$ cat config.mk
export PLATFORM = sky130hd
export DESIGN_NAME = muldiv_unit_64
export DESIGN_NICKNAME = d
export VERILOG_FILES = /design/src/rtl/muldiv_pkg.sv /design/src/rtl/abs_neg_64.sv /design/src/rtl/muldiv_unit_64.sv
export SDC_FILE = /design/constraint.sdc
export NUM_CORES = 1
export LEC_CHECK = 0
export CAP_MARGIN = 20
export CORE_MARGIN = 5
export CORE_UTILIZATION = 40
export CTS_BUF_LIST = sky130_fd_sc_hd__clkbuf_8
export DETAILED_ROUTE_END_ITERATION = 16
export RECOVER_POWER = 50
export SLEW_MARGIN = 10
export SYNTH_ARGS = -nofsm -noshare
export SYNTH_HDL_FRONTEND = slang
export SYNTH_SLANG_ARGS = --single-unit
$ cat constraint.sdc
create_clock -name i_clk -period 8.23 [get_ports i_clk]
set_clock_uncertainty 0.15 [all_clocks]
set_input_delay 1.646 -clock i_clk [delete_from_list [all_inputs] [get_ports i_clk]]
set_output_delay 1.646 -clock i_clk [all_outputs]
set_load 0.01 [all_outputs]
$ cat src/rtl/muldiv_pkg.sv
// Shared types for the iterative 64-bit multiply/divide unit.
// Division support is compiled in only when MULDIV_DIV_EN is defined.
package muldiv_pkg;

  localparam int WIDTH = 64;
  localparam int ITER  = 64;

  typedef enum logic [2:0] {
    OP_MUL   = 3'd0,
    OP_MULH  = 3'd1,
    OP_MULHU = 3'd2,
    OP_DIV   = 3'd3,
    OP_DIVU  = 3'd4,
    OP_REM   = 3'd5,
    OP_REMU  = 3'd6,
    OP_RSVD  = 3'd7
  } op_e;

  typedef enum logic [1:0] {
    IDLE = 2'd0,
    BUSY = 2'd1,
    DONE = 2'd2
  } state_e;

  function automatic logic is_signed_op(input op_e op);
    return (op == OP_MULH) || (op == OP_DIV) || (op == OP_REM);
  endfunction

endpackage

$ cat src/rtl/abs_neg_64.sv
// Conditional two's-complement negate, used for operand
// magnitudes and for the final sign fix-up.
module abs_neg_64 (
  input  logic [63:0] val_i,
  input  logic        neg_i,
  output logic [63:0] val_o
);

  assign val_o = neg_i ? (~val_i + 64'd1) : val_i;

endmodule

$ cat src/rtl/muldiv_unit_64.sv
// Iterative 64-bit MUL/MULH/MULHU/DIV/DIVU/REM/REMU unit.
// Define MULDIV_DIV_EN to build the restoring divider.
module muldiv_unit_64
  import muldiv_pkg::*;
(
  input  logic              i_clk,
  input  logic              i_rst_n,
  input  logic              i_start,
  input  logic [2:0]        i_op,
  input  logic [WIDTH-1:0]  i_a,
  input  logic [WIDTH-1:0]  i_b,
  input  logic              i_flush,
  output logic              o_busy,
  output logic              o_done,
  output logic [WIDTH-1:0]  o_result
);

  state_e             state_q;
  op_e                op_q;
  logic               neg_q;
  logic [5:0]         cnt_q;
  logic [WIDTH-1:0]   bmag_q;
  logic [2*WIDTH-1:0] acc_q;
  logic               busy_q;
  logic               done_q;
  logic [WIDTH-1:0]   res_q;

  op_e                op_in;
  logic               sgn_in;
  logic               neg_in;
  logic [WIDTH-1:0]   amag;
  logic [WIDTH-1:0]   bmag;
  logic               fast;
  logic [WIDTH-1:0]   fast_res;
  logic [WIDTH:0]     mul_sum;
  logic [2*WIDTH-1:0] mul_nxt;
  logic [2*WIDTH-1:0] acc_nxt;
  logic [WIDTH-1:0]   fix_in;
  logic [WIDTH-1:0]   fix_out;
  logic [WIDTH-1:0]   final_res;

  assign op_in  = op_e'(i_op);
  assign sgn_in = is_signed_op(op_in);

  abs_neg_64 u_abs_a (
    .val_i (i_a),
    .neg_i (sgn_in & i_a[WIDTH-1]),
    .val_o (amag)
  );

  abs_neg_64 u_abs_b (
    .val_i (i_b),
    .neg_i (sgn_in & i_b[WIDTH-1]),
    .val_o (bmag)
  );

  always_comb begin
    neg_in = 1'b0;
    unique case (op_in)
      OP_MULH, OP_DIV: neg_in = i_a[WIDTH-1] ^ i_b[WIDTH-1];
      OP_REM:          neg_in = i_a[WIDTH-1];
      default:         neg_in = 1'b0;
    endcase
  end

  // Cases resolved at issue without entering BUSY
  always_comb begin
    fast     = 1'b0;
    fast_res = '0;
    unique case (op_in)
      OP_MUL, OP_MULH, OP_MULHU: fast = 1'b0;
`ifdef MULDIV_DIV_EN
      OP_DIV, OP_DIVU: begin
        if (i_b == '0) begin
          fast     = 1'b1;
          fast_res = '1;
        end else if (op_in == OP_DIV &&
                     i_a == {1'b1, {(WIDTH-1){1'b0}}} &&
                     i_b == '1) begin
          fast     = 1'b1;
          fast_res = {1'b1, {(WIDTH-1){1'b0}}};
        end
      end
      OP_REM, OP_REMU: begin
        if (i_b == '0) begin
          fast     = 1'b1;
          fast_res = i_a;
        end else if (op_in == OP_REM &&
                     i_a == {1'b1, {(WIDTH-1){1'b0}}} &&
                     i_b == '1) begin
          fast     = 1'b1;
          fast_res = '0;
        end
      end
`endif
      default: begin
        fast     = 1'b1;
        fast_res = '0;
      end
    endcase
  end

  // Shift-add: multiplier sits in the low half and drains out
  assign mul_sum = {1'b0, acc_q[2*WIDTH-1:WIDTH]} +
                   (acc_q[0] ? {1'b0, bmag_q} : {(WIDTH+1){1'b0}});
  assign mul_nxt = {mul_sum, acc_q[WIDTH-1:1]};

`ifdef MULDIV_DIV_EN
  logic [WIDTH:0]     div_r;
  logic [WIDTH:0]     div_diff;
  logic [2*WIDTH-1:0] div_nxt;
  logic               is_div;

  // Restoring step: {remainder, dividend} shifts left one bit
  assign div_r    = {acc_q[2*WIDTH-1:WIDTH], acc_q[WIDTH-1]};
  assign div_diff = div_r - {1'b0, bmag_q};
  assign div_nxt  = {div_diff[WIDTH] ? div_r[WIDTH-1:0]
                                     : div_diff[WIDTH-1:0],
                     acc_q[WIDTH-2:0], ~div_diff[WIDTH]};
  assign is_div   = (op_q == OP_DIV) || (op_q == OP_DIVU) ||
                    (op_q == OP_REM) || (op_q == OP_REMU);
  assign acc_nxt  = is_div ? div_nxt : mul_nxt;
`else
  assign acc_nxt  = mul_nxt;
`endif

  always_comb begin
    fix_in = acc_nxt[2*WIDTH-1:WIDTH];
    unique case (op_q)
      OP_MUL, OP_DIV, OP_DIVU: fix_in = acc_nxt[WIDTH-1:0];
      default:                 fix_in = acc_nxt[2*WIDTH-1:WIDTH];
    endcase
  end

  abs_neg_64 u_fix (
    .val_i (fix_in),
    .neg_i (neg_q),
    .val_o (fix_out)
  );

  // High half of a negated 128-bit product borrows only if low half is 0
  assign final_res = (op_q == OP_MULH && neg_q &&
                      acc_nxt[WIDTH-1:0] != '0)
                   ? ~acc_nxt[2*WIDTH-1:WIDTH]
                   : fix_out;

  always_ff @(posedge i_clk or negedge i_rst_n) begin
    if (!i_rst_n) begin
      state_q <= IDLE;
      op_q    <= OP_MUL;
      neg_q   <= 1'b0;
      cnt_q   <= '0;
      bmag_q  <= '0;
      acc_q   <= '0;
      busy_q  <= 1'b0;
      done_q  <= 1'b0;
      res_q   <= '0;
    end else begin
      done_q <= 1'b0;
      if (i_flush) begin
        state_q <= IDLE;
        busy_q  <= 1'b0;
      end else begin
        unique case (state_q)
          IDLE: begin
            if (i_start) begin
              op_q  <= op_in;
              neg_q <= neg_in;
              cnt_q <= '0;
              if (fast) begin
                state_q <= DONE;
                done_q  <= 1'b1;
                res_q   <= fast_res;
              end else begin
                state_q <= BUSY;
                busy_q  <= 1'b1;
                bmag_q  <= bmag;
                acc_q   <= {{WIDTH{1'b0}}, amag};
              end
            end
          end
          BUSY: begin
            acc_q <= acc_nxt;
            cnt_q <= cnt_q + 6'd1;
            if (cnt_q == 6'(ITER - 1)) begin
              state_q <= DONE;
              busy_q  <= 1'b0;
              done_q  <= 1'b1;
              res_q   <= final_res;
            end
          end
          DONE:    state_q <= IDLE;
          default: state_q <= IDLE;
        endcase
      end
    end
  end

  assign o_busy   = busy_q;
  assign o_done   = done_q;
  assign o_result = res_q;

endmodule

# After elaboration in Yosys (flattened, before gate mapping)
# Index checks and enable logic that the tools add are counted.
dict set report word_totals {
  inputBits 135
  ff_bits 270
}
dict set report op_classes {
  n_addsub 5
  bitwise_logic 8
  n_reduce_logical 20
  n_eq_ne 16
  muxes 31
}
# cell count
set ops {}
lappend ops {{64-bit 2-to-1 mux} 9}
lappend ops {{128-bit 2-to-1 mux} 2}
lappend ops {{64-bit inverter} 4}
lappend ops {{128-bit case mux with 2 select lines} 1}
lappend ops {{64-bit by 1-bit adder with 64-bit output (second input constant)} 3}
lappend ops {{64-bit case mux with 2 select lines} 1}
lappend ops {{64-bit by 64-bit adder with 65-bit output} 1}
lappend ops {{64-bit nonzero test} 1}
lappend ops {{6-bit case mux with 2 select lines} 1}
lappend ops {{4-bit AND reduction} 3}
lappend ops {{3-bit by 2-bit equality test with 1-bit output (second input constant)} 3}
lappend ops {{3-bit != test (second input constant)} 3}
lappend ops {{1-bit 2-to-1 mux} 8}
lappend ops {{2-bit 2-to-1 mux} 4}
lappend ops {{2-bit != test (second input constant)} 4}
lappend ops {{6-bit by 1-bit adder with 6-bit output (second input constant)} 1}
lappend ops {{3-bit by 1-bit equality test with 1-bit output (second input constant)} 2}
lappend ops {{3-bit equality test (second input constant)} 2}
lappend ops {{6-bit equality test (second input constant)} 1}
lappend ops {{3-bit zero test} 2}
lappend ops {{6-bit 2-to-1 mux} 1}
lappend ops {{1-bit case mux with 2 select lines} 3}
lappend ops {{3-bit AND reduction} 2}
lappend ops {{3-bit OR reduction} 2}
lappend ops {{other kinds (13)} 16}

# Depth between registers and ports, before layout
# Gate-level depths: netlist of run 1.
dict set report depth {
  word_depth 9
  ltp_mapped 21
  ltp_nobuf 16
}

# Cells and area by module
# A second synthesis of run 1 with hierarchy kept.
dict set report hier_totals {
  cells_unflattened 2278
  area_unflattened_um2 20827.5
}
# module seq_area_each_um2 instances area_per_inst_um2 cells_per_inst
set modules_own_cells {}
lappend modules_own_cells {muldiv_unit_64 6756.5 1 15999.1 1669}
lappend modules_own_cells {{abs_neg_64 (u_abs_a ...)} 0.0 2 1649.1 206}
lappend modules_own_cells {{abs_neg_64 (u_abs_b)} 0.0 1 1530.2 197}

# Least setup slack after synthesis of run 1
# Ideal clock, no wire load.
dict set report synth_timing {
  path_kind {reg-to-reg}
  from {reg op_q[0]}
  to {reg res_q[54] (netlist: o_result[54])}
  stages_incl_launch_ff 22
  t_required_ns 7.940
  arrival_time_ns 4.961
  setup_time_ns 0.140
  slack_ns 2.979
  period_less_slack_ns 5.251
  cell_sequence {dfrtp_1 > nor2b_1 > a21o_1 > buf_2 > buf_1 > buf_1 > clkbuf_1 > clkbuf_1 > clkbuf_1 > buf_1 > nor2_1 > a21oi_1 > ha_1 > o21ai_0 > nor2b_1 > nand4_1 > or3_1 > buf_6 > or4_4 > nor3_2 > mux2i_1 > o221ai_1}
}
dict set report synth_via {
  elab_chain_cells 9
}
# item line_no
set synth_lines {}
lappend synth_lines {{from (decl)} muldiv_unit_64.sv:19} ;# op_e op_q;
lappend synth_lines {{from (signal assigned)} muldiv_unit_64.sv:167} ;# op_q <= op_in;
lappend synth_lines {{3-bit by 2-bit equality test with 1-bit output, or another cell as far along} muldiv_unit_64.sv:129} ;# unique case (op_q)
lappend synth_lines {{3-bit OR reduction} muldiv_unit_64.sv:129}
lappend synth_lines {{64-bit 2-to-1 mux} muldiv_unit_64.sv:129}
lappend synth_lines {{64-bit inverter} abs_neg_64.sv:9} ;# assign val_o = neg_i ? (~val_i + 64'd1) : val_i;
lappend synth_lines {{64-bit by 1-bit adder with 64-bit output} abs_neg_64.sv:9}
lappend synth_lines {{64-bit 2-to-1 mux} abs_neg_64.sv:9}
lappend synth_lines {{64-bit 2-to-1 mux *} muldiv_unit_64.sv:144} ;# ? ~acc_nxt[2*WIDTH-1:WIDTH]
lappend synth_lines {{64-bit 2-to-1 mux *} muldiv_unit_64.sv:185} ;# if (cnt_q == 6'(ITER - 1)) begin
lappend synth_lines {{64-bit case mux with 2 select lines *} muldiv_unit_64.sv:164} ;# unique case (state_q)
lappend synth_lines {{to (signal assigned)} muldiv_unit_64.sv:173} ;# res_q <= fast_res;
lappend synth_lines {{to (signal assigned)} muldiv_unit_64.sv:189} ;# res_q <= final_res;
lappend synth_lines {{to (decl)} muldiv_unit_64.sv:26} ;# logic [WIDTH-1:0] res_q;
# Mark *: on every way between the ends. The rest lies on a longest branch, timed or not. The select of a mux whose other input is x is not followed.
# A chain may end at the register's enable or synchronous reset.

# Final worst setup path of run 1
dict set report layout_timing {
  from {reg acc_q[0]}
  to {reg res_q[63] (netlist: o_result[63])}
}
dict set report layout_via {
  elab_chain_cells 9
}
# item line_no
set layout_lines {}
lappend layout_lines {{from (decl)} muldiv_unit_64.sv:23} ;# logic [2*WIDTH-1:0] acc_q;
lappend layout_lines {{from (signal assigned)} muldiv_unit_64.sv:178} ;# acc_q <= {{WIDTH{1'b0}}, amag};
lappend layout_lines {{from (signal assigned)} muldiv_unit_64.sv:183} ;# acc_q <= acc_nxt;
lappend layout_lines {{64-bit 2-to-1 mux *} muldiv_unit_64.sv:105} ;# (acc_q[0] ? {1'b0, bmag_q} : {(WIDTH+1){1'b0}});
lappend layout_lines {{64-bit by 64-bit adder with 65-bit output *} muldiv_unit_64.sv:104} ;# assign mul_sum = {1'b0, acc_q[2*WIDTH-1:WIDTH]} +
lappend layout_lines {{64-bit 2-to-1 mux} muldiv_unit_64.sv:129}
lappend layout_lines {{64-bit inverter} abs_neg_64.sv:9}
lappend layout_lines {{64-bit by 1-bit adder with 64-bit output} abs_neg_64.sv:9}
lappend layout_lines {{64-bit 2-to-1 mux} abs_neg_64.sv:9}
lappend layout_lines {{64-bit 2-to-1 mux *} muldiv_unit_64.sv:144}
lappend layout_lines {{64-bit 2-to-1 mux *} muldiv_unit_64.sv:185}
lappend layout_lines {{64-bit case mux with 2 select lines *} muldiv_unit_64.sv:164}
# Marks and branches as above.

==> flow_metrics.env, run 1 <==
export IMPL_utilization_pct=47.1
export IMPL_core_sq_um=54000
export IMPL_register_area_sq_um=6760
export IMPL_fmax_mhz=154
export IMPL_crit_end="o_result[63]"
export IMPL_tightestPinTransition_ps=2810
export IMPL_num_rows=85
export IMPL_multiInputGateArea_sq_um=14300
export IMPL_overflow=0
export IMPL_nets=3115
export IMPL_ctsLongestPathBuffers=3
export IMPL_gr_usage_met2_pct=46.2
export IMPL_holdCritPathClass="flop to flop"
export IMPL_ios=201
export IMPL_portBuffers=200
export IMPL_synth_xor_area_share_pct=8.00
export IMPL_synth_fa_ha_area_share_pct=3.98
export IMPL_setup_viol=0
export IMPL_fin_tns_setup_ps=0
export IMPL_syn2layout_area_growth_pct=16.2
export IMPL_reg2reg_from="acc_q[0]"
export IMPL_synth_compound_area_share_pct=28.0
export IMPL_period_share_pct=79.1
export IMPL_crit_type="flop to flop"
export IMPL_clkSlewWorstSetupHoldPaths_ps=60
export IMPL_nFillCells=5491
export IMPL_yosys_mux_area_fraction_pct=1.74
export IMPL_cts_htree_levels=2
export IMPL_wirelength_mm=82.6
export IMPL_yosysUniqueCellTypes=99
export IMPL_cts_tree="done"
export IMPL_syn_area_per_cell_sq_um=7.79
export IMPL_rr_endpoint="o_result[63]"
export IMPL_yosysSeqAreaShare_pct=30.9
export IMPL_cpPeakStageDelay_ps=990
export IMPL_die_w_um=244
export IMPL_layout_drive_gt1_share_pct=5.97
export IMPL_synthSimpleGateAreaFrac_pct=23.6
export IMPL_die_h_um=244
export IMPL_vias=22000
export IMPL_fin_crit_ps=6510
export IMPL_cpMaxStageDelayCell="a2111oi_0"
export IMPL_timing_final_hold_violations=0
export IMPL_leakage_uw=0.0104
export IMPL_drtIter0Drc=1729
export IMPL_grt_pass1_wl_mm=125
export IMPL_worstPathCellList="and2_1 -> ha_1 -> inv_1 -> fa_1 -> nand2b_1 -> a211oi_1 -> o21ai_1 -> a2111oi_0 -> o31ai_1 -> o311ai_0 -> xnor2_1 -> o21ai_1 -> a2111oi_0 -> o211ai_1 -> or4_1 -> nand3_1"
export IMPL_async_reset_ff_share_pct=100
export IMPL_path_buf_inv=1
export IMPL_startpoint="acc_q[0]"
export IMPL_antenna_found_initial=2
export IMPL_ys_warnings_count=0
export IMPL_cts_sinks=270
export IMPL_cts_resized=0
export IMPL_max_vdd_ir_drop_mv=0.130
export IMPL_use_met1_pct=33.7
export IMPL_drv_cap=4
export IMPL_drc=0
export IMPL_p_total_uw=5890
export IMPL_grt_pass1_vias=21200
export IMPL_synth_top_family_by_area="compound AO/OA/AOI/OAI gates"
export IMPL_cp_required_ps=8640
export IMPL_worstSkewPairLatency_ps=640
export IMPL_cts_buffers=49
export IMPL_synth_top_area_share_pct=30.9
export IMPL_end_kind="flop"
export IMPL_syn_instance_count=2809
export IMPL_place_gp_congestion=0.931
export IMPL_critical_path_depth=16
export IMPL_outcome="finished with violations"
export IMPL_track_usage_pct=26.5
export IMPL_viasPerCell=6.04
export IMPL_grt_max_degree=175
export IMPL_reg2regPathDepth=16
export IMPL_post_cts_setup_buffers=0
export IMPL_violations="max-capacitance violations, max-slew violations"
export IMPL_n_antenna_cell=0
export IMPL_critPathMaxFanout=65
export IMPL_synth_area_leaders="dfrtp_1 31%, o21ai_0 7.7%, nand2_1 6.4%"
export IMPL_dr_pass1_iters=6
export IMPL_ant_nets=0
export IMPL_root_buffer="clkbuf_8"
export IMPL_grt_util_met3_pct=3.60
export IMPL_powerDensity_nw_per_um2=232
export IMPL_rsz0062_at_grt="false"
export IMPL_hpwlAfterDp_mm=63.4
export IMPL_ys_flop_type="dfrtp_1"
export IMPL_relSlewSlack_pct=-87.5
export IMPL_hp_start="bmag_q[14]"
export IMPL_grt_busiest_layer="met2"
export IMPL_syn_nets=3013
export IMPL_initial_core_util_pct=40.5
export IMPL_synth_area_leader_cell="dfrtp_1"
export IMPL_dieArea_sq_um=59500
export IMPL_synth_edf_count=0
export IMPL_critPathTopFamily="compound AO/OA/AOI/OAI gates"
export IMPL_syn_area_sq_um=21900
export IMPL_drt_wirelength_per_cell_um=22.7
export IMPL_reg2reg_slack_ps=1720
export IMPL_hold_buffers=0
export IMPL_drv_slew=185
export IMPL_start_kind="flop"
export IMPL_worstPathArrival_ps=6930
export IMPL_synth_seq_cells=270
[registers in the layout (all words and copies together), names as in the netlist]
signal    flops
bmag_q       64
acc_q       128
o_busy        1
neg_q         1
op_q          3
state_q       2
o_done        1
cnt_q         6
o_result     64
[worst reg2reg max path, cell delays in order (launching register included)]
cell and delay (ps):
dfrtp_2 890, and2_1 240, ha_1 200, inv_1 70, fa_1 430, nand2b_1 190
a211oi_1 360, o21ai_1 190, a2111oi_0 990, o31ai_1 380, o311ai_0 510, xnor2_1 300
o21ai_1 260, a2111oi_0 410, o211ai_1 220, or4_1 560, nand3_1 100
[metrics by stage]
stage	hold WS, ps	setup WS, ps	cell area (sq um)	cells
CTS	330	1780	25500	3645
global placement	312	2040	24400	3554
global route	354	1150	25400	3646
detailed placement	317	1850	24400	3555
finish	325	1720	25400	3646
floorplan	292	2980	21900	2809
[layout make-up]
| cell class | count | share of cell area (%) |
|---|---|---|
| sequential | 270 | 26.6 |
| clock buffer | 62 | 3.35 |
| inverter | 28 | 0.413 |
| tap | 696 | 3.42 |
| multi-input combinational | 2330 | 56.4 |
| clock inverter | 28 | 0.895 |
| timing repair buffer | 232 | 8.94 |
[cell usage after synthesis (all sizes together), types with 7 or more instances]
master and n:
o41ai 23, mux2i 28, o31ai 35, xnor2 88
a21oi 242, nand3 45, or4 24, ha 68
nand2b 19, a211oi 12, nand4 61, nor2b 10
o221ai 12, o2111ai 7, o211ai 18, o21bai 7
o21ai 353, nor2 243, nand2 376, nor3 76
a221oi 7, a31oi 26, and2 82, a21o 34
inv 28, and3 11, o22ai 16, a22oi 21
o21a 22, a22o 51, a21boi 7, nor4 33
dfrtp 270, or2 10, buf 29, clkbuf 152
mux2 9, or3 41, a221o 8, xor2 111
[layer usage]
| layer | vias up | share of wire (%) |
|---|---|---|
| li1 | 10500 | - |
| met1 | 10700 | 42 |
| met2 | 657 | 49 |
| met3 | 140 | 5.2 |
| met4 | 2 | 3.9 |
| met5 | - | 0.016 |
[placed cells by master, fill, tap and decap left out, types with 11 or more instances in the layout]
cell type	instances
a21oi_1	235
or3_1	39
nor4_1	26
dfrtp_1	268
nand2b_1	19
xnor2_1	88
dlygate4sd3_1	19
mux2i_1	28
o21a_1	22
a31oi_1	26
nor3_1	72
a21o_1	33
a22o_1	51
o22ai_1	16
clkdlybuf4s50_1	180
and3_1	11
o31ai_1	35
nor2_1	243
or4_1	20
inv_1	45
o21ai_1	16
ha_1	68
o21ai_0	335
clkbuf_8	62
o221ai_1	12
o211ai_1	16
o41ai_1	19
a22oi_1	21
a211oi_1	11
nand3_1	45
nand2_1	374
and2_1	79
xor2_1	110
buf_4	24
nand4_1	58
[kinds of logic (layout without fill, tap and decap cells)]
| group | count (synthesis) | in the layout |
|---|---|---|
| adder cells (fa/ha/maj) | 69 | 69 |
| AND/OR/NAND/NOR | 1056 | 1056 |
| AO/OA/AOI/OAI | 969 | 969 |
| flip-flops | 270 | 270 |
| buffers and inverters | 209 | 350 |
| XOR/XNOR | 199 | 199 |
| multiplexers | 37 | 37 |
[worst min path at each step]
stage	cells past startpoint	endpoint	slack (ps)
floorplan	2	bmag_q[63]	290
global placement	2	bmag_q[9]	310
detailed placement	2	bmag_q[14]	320
CTS	2	bmag_q[14]	330
global route	2	o_result[59]	350
finish	2	bmag_q[14]	320
[power breakdown]
group          internal [uW]  switching, uW  total [uW]
clock network            804            628        1430
registers               1570            286        1860
logic                    911           1690        2600
total                   3290           2600        5890
No activity file was read; power rests on OpenSTA's default activity.
==> run 2: changes to the inputs <==
==> constraint.sdc (replaced) <==
create_clock -name i_clk -period 6 [get_ports i_clk]
set_clock_uncertainty 0.15 [all_clocks]
set_input_delay 1.2 -clock i_clk [delete_from_list [all_inputs] [get_ports i_clk]]
set_output_delay 1.2 -clock i_clk [all_outputs]
set_load 0.01 [all_outputs]
==> flow_metrics.env, run 2 (synthesis gave the netlist of run 1 again) <==
export IMPL_instances_no_fill=3694
export IMPL_drv_slew=317
export IMPL_end_kind="flop"
export IMPL_drv_cap=4
export IMPL_reg2regPathDepth=16
export IMPL_grt_pass1_vias=21600
export IMPL_syn2layout_area_growth_pct=17.9
export IMPL_track_usage_pct=27.0
export IMPL_drc=0
export IMPL_regMostFlops="acc_q"
export IMPL_ant_nets=0
export IMPL_powerDensity_nw_per_um2=320
export IMPL_drtIter0Drc=1864
export IMPL_reg2reg_from="acc_q[0]"
export IMPL_cp_required_ps=6350
export IMPL_reg2reg_slack_ps=390
export IMPL_start_kind="flop"
export IMPL_die_h_um=244
export IMPL_crit_type="flop to flop"
export IMPL_ctsLongestPathBuffers=3
export IMPL_critPathMaxFanout=18
export IMPL_register_area_sq_um=6760
export IMPL_vias=22400
export IMPL_place_gp_congestion=0.955
export IMPL_core_sq_um=54000
export IMPL_nets=3163
export IMPL_cts_htree_levels=2
export IMPL_cts_buffers=49
export IMPL_post_cts_setup_buffers=0
export IMPL_holdCritPathClass="flop to flop"
export IMPL_violations="max-capacitance violations, max-slew violations"
export IMPL_holdWs_ps=324
export IMPL_tightestPinTransition_ps=3990
export IMPL_root_buffer="clkbuf_8"
export IMPL_antenna_found_initial=2
export IMPL_portBuffers=200
export IMPL_initial_core_util_pct=40.5
export IMPL_num_rows=85
export IMPL_rr_endpoint="o_result[54]"
export IMPL_nFillCells=5413
export IMPL_worstSkewPairLatency_ps=680
export IMPL_die_w_um=244
export IMPL_layout_drive_gt1_share_pct=7.67
export IMPL_cts_tree="done"
export IMPL_drt_wirelength_per_cell_um=22.9
export IMPL_grt_pass1_wl_mm=127
export IMPL_dr_pass1_iters=6
export IMPL_clkSlewWorstSetupHoldPaths_ps=60
export IMPL_finish_instance_area_sq_um=25800
export IMPL_largest_register_ff_count=128
export IMPL_hold_buffers=0
export IMPL_rsz0062_at_grt="false"
export IMPL_whs_endpoint="bmag_q[60]"
export IMPL_period_share_pct=93.6
export IMPL_viasPerCell=6.06
export IMPL_outcome="finished with violations"
export IMPL_worstPathArrival_ps=5970
export IMPL_fin_crit_ps=5610
export IMPL_overflow=0
export IMPL_timing_final_hold_violations=0
export IMPL_fmax_mhz=178
export IMPL_postPlaceCellArea_sq_um=24700
export IMPL_mostFrequentLayoutCell="nand2_1"
export IMPL_leakage_uw=0.0107
export IMPL_cts_resized=0
export IMPL_holdPathStages=2
export IMPL_hp_start="bmag_q[60]"
export IMPL_relSlewSlack_pct=-166
export IMPL_multiInputGateArea_sq_um=14300
export IMPL_n_antenna_cell=0
export IMPL_max_vdd_ir_drop_mv=0.152
export IMPL_cts_sinks=270
export IMPL_setup_viol=0
export IMPL_hpwlAfterDp_mm=65.5
export IMPL_ios=201
export IMPL_wirelength_mm=84.6
export IMPL_dieArea_sq_um=59500
export IMPL_fin_tns_setup_ps=0
export IMPL_final_cell_mix="374 x nand2_1, 334 x o21ai_0, 269 x dfrtp_1, 243 x nor2_1, 235 x a21oi_1"
export IMPL_placed_cells=3602
export IMPL_grt_max_degree=193
-- run 2: cell types whose count changed in the layout (fill, tap and decap cells not counted), sizes merged, moves of 2 or more --
cell	change
buf	+49
bufinv	-2
clkdlybuf4s50	+8
clkinv	+6
dlygate4sd3	-8
inv	-6
-- run 2: worst max path at each step --
| stage | startpoint | to | slack, ps |
|---|---|---|---|
| floorplan | op_q[0] | o_result[54] | 750 |
| global placement | i_b[8] | bmag_q[59] | 490 |
| detailed placement | i_b[8] | bmag_q[57] | 410 |
| CTS | acc_q[0] | o_result[54] | 420 |
| global route | acc_q[0] | o_result[54] | 80 |
| finish | acc_q[0] | o_result[54] | 390 |
-- run 2: layout make-up --
cell class,count,share of cell area (%)
timing repair buffer,280,10.3
clock inverter,25,0.722
sequential,270,26.2
inverter,28,0.407
multi-input combinational,2330,55.6
clock buffer,65,3.47
tap,696,3.37
-- run 2: where the power goes --
part,internal (uW),switching [uW]
clock,1060,887
combinational,1350,2400
sequential,2160,382
total,4580,3670
-- run 2: stage by stage --
stage                     worst slack [ps]  util [%]  power, uW
after floorplan                        749         -       4850
after global placement                 487      45.7       6240
after detailed placement               411      45.8       6280
after CTS                              425      47.8       8270
after global routing                  78.9      47.8       8730
final                                  385      47.8       8250
-- run 2: per-layer routing --
| layer | share of wire [%] | wire length (um) | vias up | GRT usage (%) |
|---|---|---|---|---|
| met3 | 5.8 | 4900 | 203 | 4.31 |
| met4 | 5.8 | 4930 | 4 | 14.3 |
| met1 | 41 | 34600 | 10800 | 34.0 |
| li1 | - | - | 10600 | - |
| met2 | 47 | 40200 | 786 | 44.9 |
| met5 | 0.027 | 23 | - | 0 |
-- run 2: worst max-delay path: stages (launching register included) --
cell and delay (ps):
dfrtp_1 600, and2_1 200, ha_1 210, inv_1 70, fa_1 410, nor2b_1 130
o2111ai_1 240, a21boi_0 560, nor4_1 170, o41ai_1 410, xor2_1 230, o41ai_2 450
nand4b_2 380, or4_4 680, nor3_2 220, mux2i_1 210, o221ai_1 140
==> run 3: changes to the inputs <==
--- a/config.mk
+++ b/config.mk
@@ -10,6 +10,7 @@
 export CORE_UTILIZATION = 40
 export CTS_BUF_LIST = sky130_fd_sc_hd__clkbuf_8
 export DETAILED_ROUTE_END_ITERATION = 16
+export GPL_ROUTABILITY_DRIVEN = 0
 export RECOVER_POWER = 50
 export SLEW_MARGIN = 10
 export SYNTH_ARGS = -nofsm -noshare
==> flow_metrics.env, run 3 (synthesis gave the netlist of run 1 again) <==
export IMPL_outcome="finished with violations"
export IMPL_violations="max-capacitance violations, max-slew violations"
export IMPL_end_kind="flop"
export IMPL_largest_register_ff_count=128
export IMPL_rsz0062_at_grt="false"
export IMPL_path_buf_inv=1
export IMPL_vias=22600
export IMPL_leakage_uw=0.0105
export IMPL_portBuffers=200
export IMPL_start_kind="flop"
export IMPL_nFillCells=5385
export IMPL_die_w_um=244
export IMPL_worstSkewPairLatency_ps=660
export IMPL_drc=0
export IMPL_core_sq_um=54000
export IMPL_root_buffer="clkbuf_8"
export IMPL_timing_final_hold_violations=0
export IMPL_nets=3147
export IMPL_cpMaxStageDelayCell="a21boi_0"
export IMPL_mostFrequentLayoutCell="nand2_1"
export IMPL_regMostFlops="acc_q"
export IMPL_period_share_pct=90.1
export IMPL_grt_max_degree=137
export IMPL_viasPerCell=6.17
export IMPL_startpoint="acc_q[0]"
export IMPL_dr_pass1_iters=7
export IMPL_dieArea_sq_um=59500
export IMPL_fmax_mhz=185
export IMPL_cpPeakStageDelay_ps=530
export IMPL_drt_wirelength_per_cell_um=21.7
export IMPL_drv_slew=246
export IMPL_die_h_um=244
export IMPL_num_rows=85
export IMPL_tightestPinTransition_ps=4280
export IMPL_crit_type="flop to flop"
export IMPL_hpwlAfterDp_mm=60.7
export IMPL_cp_required_ps=6440
export IMPL_reg2reg_from="acc_q[0]"
export IMPL_worstPathArrival_ps=5840
export IMPL_track_usage_pct=25.3
export IMPL_fin_crit_ps=5410
export IMPL_ctsLongestPathBuffers=3
export IMPL_worstPathCellList="and2_1 -> ha_1 -> inv_1 -> fa_1 -> nor2b_1 -> o2111ai_1 -> a21boi_0 -> nor4_1 -> o41ai_1 -> xor2_1 -> o41ai_2 -> nand4b_2 -> nor4_4 -> nand4_1 -> or4_1 -> nand3_1"
export IMPL_final_cell_mix="374 x nand2_1, 336 x o21ai_0, 269 x dfrtp_1, 243 x nor2_1, 235 x a21oi_1"
export IMPL_post_cts_setup_buffers=0
export IMPL_grt_pass1_wl_mm=121
export IMPL_layout_drive_gt1_share_pct=6.56
export IMPL_cts_sinks=270
export IMPL_critPathMaxFanout=7
export IMPL_grt_pass1_vias=21900
export IMPL_critPathTopFamily="simple AND/OR/NAND/NOR gates"
export IMPL_relSlewSlack_pct=-186
export IMPL_overflow=0
export IMPL_syn2layout_area_growth_pct=16.3
export IMPL_initial_core_util_pct=40.5
export IMPL_cts_resized=0
export IMPL_cts_htree_levels=2
export IMPL_wirelength_mm=79.6
export IMPL_cts_tree="done"
export IMPL_hold_buffers=0
export IMPL_setup_ws_ps=594
export IMPL_cts_buffers=48
export IMPL_setup_viol=0
export IMPL_drtIter0Drc=2206
export IMPL_powerDensity_nw_per_um2=308
export IMPL_fin_tns_setup_ps=0
export IMPL_ant_nets=0
export IMPL_antenna_found_initial=1
export IMPL_n_antenna_cell=0
export IMPL_ios=201
export IMPL_hp_start="bmag_q[34]"
export IMPL_reg2reg_slack_ps=590
export IMPL_max_vdd_ir_drop_mv=0.157
export IMPL_clkSlewWorstSetupHoldPaths_ps=60
export IMPL_holdCritPathClass="flop to flop"
export IMPL_drv_cap=5
export IMPL_place_ws_ps=394
==> run 3: cell count changes in the layout (fill, tap and decap cells not counted), moves of 2 or more <==
cell,delta
inv_1,+5
o21ai_0,+2
clkbuf_8,-11
clkinv_2,-4
buf_4,-16
clkbuf_1,+3
==> run 3: layout make-up <==
cell class	instances	area, sq um	share of cell area, %
clock buffer	54	743	2.92
clock inverter	25	146	0.575
inverter	28	105	0.413
multi-input combinational	2330	14300	56.3
sequential	270	6760	26.5
tap	696	871	3.42
timing repair buffer	265	2520	9.88
==> run 3: power breakdown <==
part           internal [uW]  switching [uW]
combinational           1320            2320
clock                    863             831
sequential              2160             361
total                   4340            3510
==> run 3: stage by stage <==
stage	power, uW	hold slack, ps	utilization (%)	cell area [sq um]	cells
after floorplan	4850	292	-	21900	2809
after global placement	6060	307	45.5	24600	3587
after detailed placement	6120	316	45.5	24600	3587
after CTS	7860	329	47.2	25500	3666
after global routing	8320	360	47.1	25500	3668
final	7850	324	47.1	25500	3668
==> run 3: final timing paths <==
| kind | cells after the start | end |
|---|---|---|
| max | 16 | o_result[60] |
| min | 2 | bmag_q[34] |
| max reg2reg | 16 | o_result[60] |
| min reg2reg | 2 | bmag_q[34] |
| max in group asynchronous | 1 | bmag_q[0] |
| min in group asynchronous | 1 | acc_q[62] |
==> run 3: layer usage <==
| layer | part of all wire, % | global-route usage, % |
|---|---|---|
| met1 | 40 | 31.5 |
| met4 | 5.7 | 12.6 |
| met2 | 47 | 42.9 |
| met5 | 0.011 | 0 |
| met3 | 6.8 | 3.70 |
==> run 3: worst min-delay path, delay by kind of cell, from the launching register on <==
| kind | cells | cell delay [ps] |
|---|---|---|
| AOI/OAI and AO/OA | 1 | 60 |
| DFF | 1 | 340 |
| and+or+nand+nor | 1 | 40 |
==> variant (config.mk and constraints of run 2) <==
Add an input register stage for `i_start`, `i_op` and `i_flush`, without a reset; this delays them by one clock. The other inputs are not delayed to match.
--- a/src/rtl/muldiv_unit_64.sv
+++ b/src/rtl/muldiv_unit_64.sv
@@ -15,6 +15,16 @@
   output logic [WIDTH-1:0]  o_result
 );
 
+  logic i_start_q;
+  logic [2:0] i_op_q;
+  logic i_flush_q;
+
+  always_ff @(posedge i_clk) begin
+    i_start_q <= i_start;
+    i_op_q    <= i_op;
+    i_flush_q <= i_flush;
+  end
+
   state_e             state_q;
   op_e                op_q;
   logic               neg_q;
@@ -39,7 +49,7 @@
   logic [WIDTH-1:0]   fix_out;
   logic [WIDTH-1:0]   final_res;
 
-  assign op_in  = op_e'(i_op);
+  assign op_in  = op_e'(i_op_q);
   assign sgn_in = is_signed_op(op_in);
 
   abs_neg_64 u_abs_a (
@@ -157,13 +167,13 @@
       res_q   <= '0;
     end else begin
       done_q <= 1'b0;
-      if (i_flush) begin
+      if (i_flush_q) begin
         state_q <= IDLE;
         busy_q  <= 1'b0;
       end else begin
         unique case (state_q)
           IDLE: begin
-            if (i_start) begin
+            if (i_start_q) begin
               op_q  <= op_in;
               neg_q <= neg_in;
               cnt_q <= '0;
Behaviour: not the same (Yosys sat finds a counterexample within 4 cycles, from zero or initial values and one cycle with i_rst_n low).
==> variant against run 2 <==
The run still ends with max-capacitance violations, max-slew violations left. Global-route usage grew 1.2 points. Total power grew 41%. Synthesized cell count grew 2.7%. Die area grew 1.5%. Routed wire length grew 4.7%. Non-clock buffer count grew 8. Cell area grew 2.5%. Count of clock-buffer cells in the layout grew 2. Sequential cell count grew 5. Area after synthesis grew 1.6%. Setup slack lost 0.080 ns. Critical path type unchanged. Critical endpoint is now o_result[57]$_DFFE_PN0P_. Largest power group unchanged.
==> variant: results (changes against run 2) <==
* Synth async-reset ratio at 98.2% (-1.8 points)
* Slew at the pin with the worst max-slew slack at 4.02 ns (+0.0239 ns)
* Maxcap violations at 8 (+4)
* Slowest-stage cell, CP: nor4_2
* First-pass GRT wire length at 134 mm (+5.7%)
* Hold_sp: acc_q[110]$_DFFE_PN0P_
* Buffers on Ports at 200 (unchanged)
* Placed Area at 0.0252 mm^2 (+2.0%)
* Number of global-route vias before repair at 22500 (+4.2%)
* Initial DRC count at 1918 (+2.9%)
* Final HPWL DP at 67.7 mm (+3.3%)
* Crit-path leading delay family: simple AND/OR/NAND/NOR gates
* CP max stage delay at 0.55 ns (-0.13 ns)
* Worst path arrival time at 6.10 ns (+0.13 ns)
* CTS Buf Count at 53 (+8.2%)
* Global Route Usage Sum at 28.3% (+1.2 points)
* Switch Pwr at 5.57 mW (+52%)
* DR vias/cell at 5.96 (-1.7%)
* Hold Path Class: register to register
* WL/cell at 23.1 um (+0.65%)
* Commonest cells post-synth: 355 x nand2_1, 310 x nor2_1, 296 x a21oi_1
* Post-synthesis sequential area ratio at 30.8% (about the same)
* Static leakage at 10.7 nW (+0.54%)
* Max Slew Vio Count at 682 (+120%)
* Final nets at 3255 (+2.9%)
* Initial antenna violation count at 0 (-2)
* DP Worst Slack at 0.309 ns (-0.101 ns)
* Status: complete, but fails checks
* Routability cong. at 0.962 (+0.65%)
* Failing checks: max-capacitance violations, max-slew violations
* VDD IR max at 0.219 mV (+45%)
-- variant: cell count changes in the layout (fill, tap and decap cells not counted), sizes merged, moves of 9 or more --
cell    delta
nand2     -19
o31ai     +12
nor2      +68
nand4      -9
o21ai     -59
o211ai    +11
a21oi     +60
or2       +12
a21o      -10
-- variant: logic make-up (layout without fill, tap and decap cells) --
kind of cell	after synthesis	in the layout	share of synthesized area (%)
adders and majority gates	69	69	3.92
and+or+nand+nor	1124	1124	24.3
AOI/OAI and AO/OA	955	955	27.0
muxes	42	42	1.96
DFF	275	275	30.8
xor gates and xnor gates	205	205	8.08
buffers and inverters	214	425	3.91
-- variant: final timing paths --
check / endpoint / cells past startpoint
max in group asynchronous: acc_q[125]$_DFFE_PN0P_ / 2
worst min-delay path: acc_q[110]$_DFFE_PN0P_ / 2
worst max register to register: o_result[57]$_DFFE_PN0P_ / 15
worst max-delay path: o_result[57]$_DFFE_PN0P_ / 15
worst min register to register: acc_q[110]$_DFFE_PN0P_ / 2
min in group asynchronous: bmag_q[9]$_DFFE_PN0P_ / 1
-- variant: power by group through the flow --
stage	registers (mW)	clock network, mW	logic [mW]
6_report	2.77	2.31	6.52
3_3_place_gp	2.79	0	6.43
5_1_grt	2.82	2.45	7.07
3_5_place_dp	2.80	0	6.45
4_1_cts	2.77	2.37	6.49
2_1_floorplan	2.57	0	4.19
-- variant: routing by layer --
metal	up-vias	track usage, %	share of wire, %
met2	734	49.2	49
met4	0	11.6	4.8
li1	10900	-	-
met3	205	3.39	5.1
met5	-	0	0
met1	11100	35.6	41
-- variant: cell type report --
type | count | area (um^2)
well taps | 748 | 936
inverters | 38 | 143
multi-input cells | 2395 | 14500
flip-flops and latches | 275 | 6860
clock inverters | 32 | 378
fillers | 5602 | 28600
repair buffers | 288 | 2670
clock buffers | 67 | 922
-- variant: per-stage QoR --
stage / util, % / hold slack (ns) / cells
after floorplan: - / 0.305 / 2884
after global placement: 45.8 / 0.310 / 3743
after detailed placement: 45.8 / 0.323 / 3744
after CTS: 48.1 / 0.343 / 3843
after global routing: 48.0 / 0.370 / 3843
final: 48.0 / 0.337 / 3843
-- variant: worst register-to-register path: cells and delay by family (launching register included) --
kind                     cells  cell delay (ns)
AO/OA/AOI/OAI                5             1.31
adder cells (fa/ha/maj)      1             0.49
buffers and inverters        1             0.20
flip-flops                   1             0.44
AND/OR/NAND/NOR              8             3.04
